===== src/rtl/uart_line_packer.sv =====
// ---------------------------------------------------------------------------
// UartLinePacker (module uart_line_packer)
//
// Packs the received UART byte stream into 1024-bit lines for the 64-line
// single-port image memory. Each completed (or flushed) line is written once
// at sequentially increasing word addresses. Once all DEPTH lines are written
// the frame is full: further bytes are dropped and flagged as overflow until
// a clear restarts the frame.
//
// Ports:
//   clk, reset_n      system clock, synchronous active-low reset
//   rx_data/valid     incoming UART byte and its valid flag
//   rx_ready          packer accepts a byte this cycle
//   flush             pulse: commit the partial line
//   clear             pulse: restart the frame at address 0
//   mem_*             registered single-port memory write interface
//   line_count        lines written in the current frame (0..DEPTH)
//   frame_done        all DEPTH lines written
//   overflow          sticky: a byte arrived while the frame was full
// ---------------------------------------------------------------------------
module uart_line_packer #(
   parameter int LINE_BYTES = 128,
   parameter int ADDR_W     = 6,
   parameter int DEPTH      = 64
) (
   input  logic                    clk,
   input  logic                    reset_n,
   input  logic [7:0]              rx_data,
   input  logic                    rx_valid,
   output logic                    rx_ready,
   input  logic                    flush,
   input  logic                    clear,
   output logic [ADDR_W-1:0]       mem_address,
   output logic [LINE_BYTES-1:0]   mem_byteenable,
   output logic [8*LINE_BYTES-1:0] mem_writedata,
   output logic                    mem_chipselect,
   output logic                    mem_write,
   output logic                    mem_clken,
   output logic [ADDR_W:0]         line_count,
   output logic                    frame_done,
   output logic                    overflow
);

   localparam int CNT_W = $clog2(LINE_BYTES);

   typedef enum logic [1:0] {FILL, WRITE, FULL} stateT;

   stateT                    r_state;
   stateT                    w_nextState;
   logic [CNT_W-1:0]         r_byteCnt;
   logic [ADDR_W-1:0]        r_lineAddr;
   logic [ADDR_W:0]          r_lineCount;
   logic [8*LINE_BYTES-1:0]  r_buffer;
   logic [LINE_BYTES-1:0]    r_enables;
   logic                     r_overflow;
   logic                     r_memClken;
   logic                     r_memWrite;
   logic [ADDR_W-1:0]        r_memAddress;
   logic [LINE_BYTES-1:0]    r_memByteEnable;
   logic [8*LINE_BYTES-1:0]  r_memWriteData;

   logic                     w_rxReady;
   logic                     w_frameDone;
   logic                     w_accept;
   logic                     w_lastByte;
   logic                     w_goWrite;
   logic [CNT_W+2:0]         w_bitBase;
   logic [8*LINE_BYTES-1:0]  w_nextBuffer;
   logic [LINE_BYTES-1:0]    w_nextEnables;

   // A clear pulse blocks acceptance so the discarded line cannot pick up a byte.
   assign w_accept   = rx_valid & w_rxReady & ~clear;
   assign w_lastByte = (r_byteCnt == CNT_W'(LINE_BYTES - 1));
   assign w_goWrite  = (r_state == FILL) & ~clear &
                       ((w_accept & w_lastByte) | (flush & ((r_byteCnt != '0) | w_accept)));
   assign w_bitBase  = {r_byteCnt, 3'b000};

   // Line image including the byte accepted this cycle, so a line completed or
   // flushed together with a byte is written with that byte in place.
   always_comb begin
      w_nextBuffer  = r_buffer;
      w_nextEnables = r_enables;
      if (w_accept) begin
         w_nextBuffer[w_bitBase +: 8] = rx_data;
         w_nextEnables[r_byteCnt]     = 1'b1;
      end
   end

   // State register.
   always_ff @(posedge clk) begin
      if (!reset_n) begin
         r_state <= FILL;
      end else begin
         r_state <= w_nextState;
      end
   end

   // Next-state logic: WRITE always lasts exactly one cycle; the last line of
   // the frame parks the packer in FULL until cleared.
   always_comb begin
      w_nextState = r_state;
      case (r_state)
         FILL: begin
            if (w_goWrite) w_nextState = WRITE;
         end
         WRITE: begin
            if (clear)                                    w_nextState = FILL;
            else if (r_lineAddr == ADDR_W'(DEPTH - 1))    w_nextState = FULL;
            else                                          w_nextState = FILL;
         end
         FULL: begin
            if (clear) w_nextState = FILL;
         end
         default: w_nextState = FILL;
      endcase
   end

   // State-decoded outputs; rx_ready is held low while reset is asserted.
   always_comb begin
      w_rxReady   = reset_n & (r_state == FILL);
      w_frameDone = (r_state == FULL);
   end

   // Datapath: byte packing, line bookkeeping and the registered memory port.
   // The memory outputs are loaded on the edge that enters WRITE, so the write
   // strobe appears the cycle right after the final byte is accepted.
   always_ff @(posedge clk) begin
      if (!reset_n) begin
         r_byteCnt       <= '0;
         r_lineAddr      <= '0;
         r_lineCount     <= '0;
         r_buffer        <= '0;
         r_enables       <= '0;
         r_overflow      <= 1'b0;
         r_memClken      <= 1'b0;
         r_memWrite      <= 1'b0;
         r_memAddress    <= '0;
         r_memByteEnable <= '0;
         r_memWriteData  <= '0;
      end else begin
         r_memClken <= 1'b1;
         case (r_state)
            FILL: begin
               if (clear) begin
                  r_byteCnt   <= '0;
                  r_buffer    <= '0;
                  r_enables   <= '0;
                  r_lineAddr  <= '0;
                  r_lineCount <= '0;
                  r_overflow  <= 1'b0;
               end else if (w_goWrite) begin
                  r_memWrite      <= 1'b1;
                  r_memAddress    <= r_lineAddr;
                  r_memByteEnable <= w_nextEnables;
                  r_memWriteData  <= w_nextBuffer;
               end else if (w_accept) begin
                  r_buffer  <= w_nextBuffer;
                  r_enables <= w_nextEnables;
                  r_byteCnt <= r_byteCnt + CNT_W'(1);
               end
            end
            WRITE: begin
               r_memWrite <= 1'b0;
               r_byteCnt  <= '0;
               r_buffer   <= '0;
               r_enables  <= '0;
               if (clear) begin
                  r_lineAddr  <= '0;
                  r_lineCount <= '0;
                  r_overflow  <= 1'b0;
               end else begin
                  r_lineAddr  <= r_lineAddr + ADDR_W'(1);
                  r_lineCount <= r_lineCount + (ADDR_W + 1)'(1);
               end
            end
            FULL: begin
               if (clear) begin
                  r_lineAddr  <= '0;
                  r_lineCount <= '0;
                  r_overflow  <= 1'b0;
               end else if (rx_valid) begin
                  r_overflow <= 1'b1;
               end
            end
            default: r_memWrite <= 1'b0;
         endcase
      end
   end

   assign rx_ready       = w_rxReady;
   assign frame_done     = w_frameDone;
   assign overflow       = r_overflow;
   assign line_count     = r_lineCount;
   assign mem_clken      = r_memClken;
   assign mem_write      = r_memWrite;
   assign mem_chipselect = r_memWrite;
   assign mem_address    = r_memAddress;
   assign mem_byteenable = r_memByteEnable;
   assign mem_writedata  = r_memWriteData;

endmodule


===== config.mk =====
export PLATFORM = sky130hd
export DESIGN_NAME = uart_line_packer
export DESIGN_NICKNAME = d
export VERILOG_FILES = /design/src/rtl/uart_line_packer.sv
export SDC_FILE = /design/constraint.sdc
export NUM_CORES = 2
export LEC_CHECK = 0
export ABC_AREA = 1
export CORE_AREA = 5 5 457 459
export CTS_BUF_LIST = sky130_fd_sc_hd__clkbuf_16
export DETAILED_ROUTE_END_ITERATION = 8
export DIE_AREA = 0 0 462 464
export PLACE_DENSITY = 0.82
export SETUP_SLACK_MARGIN = 0.5
export SKIP_CTS_REPAIR_TIMING = 1
export SYNTH_ARGS = -nofsm -noshare
export SYNTH_HDL_FRONTEND = slang
export SYNTH_SLANG_ARGS = --single-unit
export TNS_END_PERCENT = 5

===== constraint.sdc =====
create_clock -name clk -period 2.8 [get_ports clk]
set_clock_uncertainty 0.1 [all_clocks]
set_input_delay 0.42 -clock clk [delete_from_list [all_inputs] [get_ports clk]]
set_output_delay 0.42 -clock clk [all_outputs]
set_load 0.01 [all_outputs]

==> flow_metrics.py <==
metrics = {
    "status": {
        "status": "complete, no violations",
    },
    "global_route": {
        "grt_pass1_vias": 92172,
        "grt_first_pass_wirelength_mm": 564,
        "grt_antenna_before_repair": 15,
        "grt_max_degree": 248,
        "grt_usage": 0.340,
        "grt_overflow": 0,
    },
    "synthesis": {
        "synth_top_family_by_area": "simple AND/OR/NAND/NOR gates",
        "syn_area_um2": 97600,
        "synth_simple_gate_area_frac": 0.256,
        "yosys.area.top_type": "dfxtp_1",
        "synth_mux_area_frac": 0,
        "yosys_warnings": 0,
        "synth-xor-area-share": 0.000436,
        "synth-compound-area-share": 0.176,
        "syn_avg_cell_area_um2": 7.00,
        "seq_area_frac_synth": 0.479,
        "synth_fa_ha_area_frac": 0.000513,
        "synth_area_leaders": "dfxtp_1, nand2_1, a21oi_1",
        "synth_seq_cells": 2335,
        "synthDominantCellAreaShare": 0.479,
        "yosysUniqueCellTypes": 33,
        "synthCells": 13954,
        "syn_nets": 13971,
    },
    "setup_path": {
        "end_kind": "register",
        "cp.arrival_ps": 3440,
        "critical_path_required_ps": 3510,
        "start_kind": "register",
        "cp-startpoint": "r_byteCnt[1]",
        "crit_type": "register to register",
        "critical-path-top-delay-family": "simple AND/OR/NAND/NOR gates",
        "path_cells": "inv_4 > ha_4 > xnor2_2 > buf_4 > nand4_1 > buf_4 > nor2_4 > nand2_2 > nor2_4 > buf_12 > nand3_1 > nand2_1 > nand2_2 > nand2_1 > inv_1",
        "cp_slowest_stage_delay_ps": 370,
        "critPathSlowestCell": "dfxtp_4",
        "critPathBufInv": 5,
        "crit_fanout": 8,
        "r2r_start": "r_byteCnt[1]",
    },
    "detailed_routing": {
        "drt_iter0_drc": 13469,
        "drt_pass1_iterations": 8,
        "ant_nets": 0,
        "vias": 103059,
        "remaining_drc_errors": 0,
        "wl_mm": 393,
        "post_drt_wl_per_cell_um": 21.7,
        "routed_via_density": 5.69,
    },
    "clock_network": {
        "cts_buffers": 225,
        "insertion_delay_ps": 940,
        "clock-sinks": 2335,
        "root_buffer": "clkbuf_16",
        "h-tree-depth": 4,
        "cts_tree": "built",
        "clk_transition_reported_paths_ps": 80,
        "cts_buffer_depth": 3,
    },
    "cells_and_area": {
        "final_area_um2": 128000,
        "final.fill_count": 16662,
        "synthToLayoutAreaGrowth_pct": 31.3,
        "final_nets": 15246,
        "drive_gt1_frac": 0.101,
    },
    "floorplanning": {
        "core_area_um2": 204000,
        "die_w_um": 462,
        "die_area_um2": 214000,
        "initial_core_util": 0.479,
        "ios": 1184,
        "fp.dieH_um": 464,
        "rows": 166,
    },
    "pwr": {
        "p_int_mw": 53.5,
        "p_seq_frac": 0.477,
        "power_density_nw_per_um2": 567,
        "p_comb_frac": 0.103,
        "power_mw": 72.6,
        "leakagePower_nw": 48.9,
        "vdd_drop_max_mv": 0.687,
        "p_sw_mw": 19.1,
        "p_sw_frac": 0.263,
        "power_frac_clock": 0.420,
    },
    "sta": {
        "rsz0062_at_grt": "true",
        "min_period_ps": 2730,
        "hold_viol_final": 0,
        "tightest_slew_ps": 1170,
        "fin_ws_ps": 68.3,
        "max_freq_mhz": 366,
        "fin_setup_tns_ps": 0,
        "finalCritPeriodShare": 0.976,
        "setup-violations-final": 0,
        "max_slew_margin": 0.218,
        "hold_ws_ps": 249,
        "drv_slew": 0,
    },
    "placement": {
        "placedInstanceArea_um2": 119000,
        "dp.final_hpwl_mm": 271,
        "gp_congestion": 0.913,
        "dp_slack_ps": -378,
        "place.port_buffers": 1183,
    },
    "hold_path": {
        "hold_path_class": "primary input to register",
        "hp-start": "reset_n",
    },
    "job": {
        "cap_violations": 0,
    },
}
-- metrics by stage --
step | cells | util
after floorplan | 13954 | -
after global placement | 17603 | 0.582
after detailed placement | 17603 | 0.582
after CTS | 18021 | 0.618
after global routing | 18111 | 0.628
final | 18113 | 0.628
-- power by group through the flow --
stage | registers, mW | clock network, mW | logic, mW
after floorplan | 35.4 | 0 | 2.89
after global placement | 35.3 | 0 | 6.98
after detailed placement | 35.3 | 0 | 7.04
after CTS | 34.6 | 30.6 | 7.08
after global routing | 34.7 | 32.0 | 7.79
final | 34.7 | 30.5 | 7.46
-- synthesized netlist by cell type --
cell	count
nand4_1	93
nand2_2	4
xor2_1	2
dfxtp_1	2335
nor2_2	46
buf_4	3
o21bai_1	2
nor3b_1	1
nor3_1	146
nor2_1	381
o21a_1	2
nor3_4	2
nor4_1	2
ha_1	4
clkinv_1	6
a21oi_1	2235
xor2_2	1
buf_2	342
inv_1	1174
nor2_4	3
clkbuf_1	535
o21ai_1	6
a221oi_1	4
nor3_2	1
nand3_1	1412
xnor2_1	1
o221a_2	1
inv_2	12
nand3_2	4
o21ai_0	1139
nand2_1	3925
buf_1	103
a21o_1	27
-- final timing paths --
check	slack (ps)	depth (start not counted)	end
worst min register to register	360	2	r_buffer[58]
worst min-delay path	250	7	r_enables[0]
worst max-delay path	70	15	mem_writedata[776]
worst max register to register	70	15	mem_writedata[776]
-- worst reg2reg max path, delay by kind of cell, from the launching register on --
| family | cells | cell delay, ps |
|---|---|---|
| and+or+nand+nor | 8 | 1180 |
| buffers and inverters | 5 | 620 |
| DFF | 1 | 370 |
| adders and majority gates | 1 | 170 |
| xor gates and xnor gates | 1 | 150 |
-- registers in the layout, indices dropped and copies added, names as in the netlist --
| register | cells |
|---|---|
| line_count | 7 |
| mem_address | 6 |
| mem_byteenable | 128 |
| mem_chipselect | 1 |
| mem_clken | 1 |
| mem_writedata | 1024 |
| overflow | 1 |
| r_buffer | 1024 |
| r_byteCnt | 7 |
| r_enables | 128 |
| r_lineAddr | 6 |
| r_state | 2 |
-- cell families after synthesis --
| family | Yosys count |
|---|---|
| simple gates | 6020 |
| compound gates | 3416 |
| flops | 2335 |
| buf+inv | 2175 |
| xor+xnor | 4 |
| fa+ha+maj | 4 |
-- placed cells by master, fill, tap and decap left out, drive strengths merged, types with 246 or more instances in the layout --
master         netlist  final
a21oi             2235   2235
nand3             1416   1416
clkbuf             535    246
inv               1186   1218
nor2               430    430
clkdlybuf4s50        0   1180
o21ai             1145   1145
dfxtp             2335   2335
nand2             3929   3929
buf                448    829
-- layer usage --
layer | vias up | GRT usage | share of wire
met1 | 47512 | 0.428 | 0.38
met5 | - | 0 | 0.00017
met3 | 1344 | 0.0795 | 0.11
li1 | 48165 | - | -
met2 | 6030 | 0.514 | 0.43
met4 | 8 | 0.237 | 0.085
-- layout make-up --
type                            instances  area [um^2]  area share
Inverter                             1192         4610      0.0360
Antenna cell                            5         12.5   0.0000976
Multi-Input combinational cell       9444        43800       0.342
Clock buffer                          228         5710      0.0445
Clock inverter                        190         1620      0.0126
Timing Repair inverter                  1         8.76   0.0000683
Tap cell                             2688         3360      0.0262
Timing Repair Buffer                 2030        22300       0.174
Sequential cell                      2335        46800       0.365
Power figures use the tool's default switching activity.
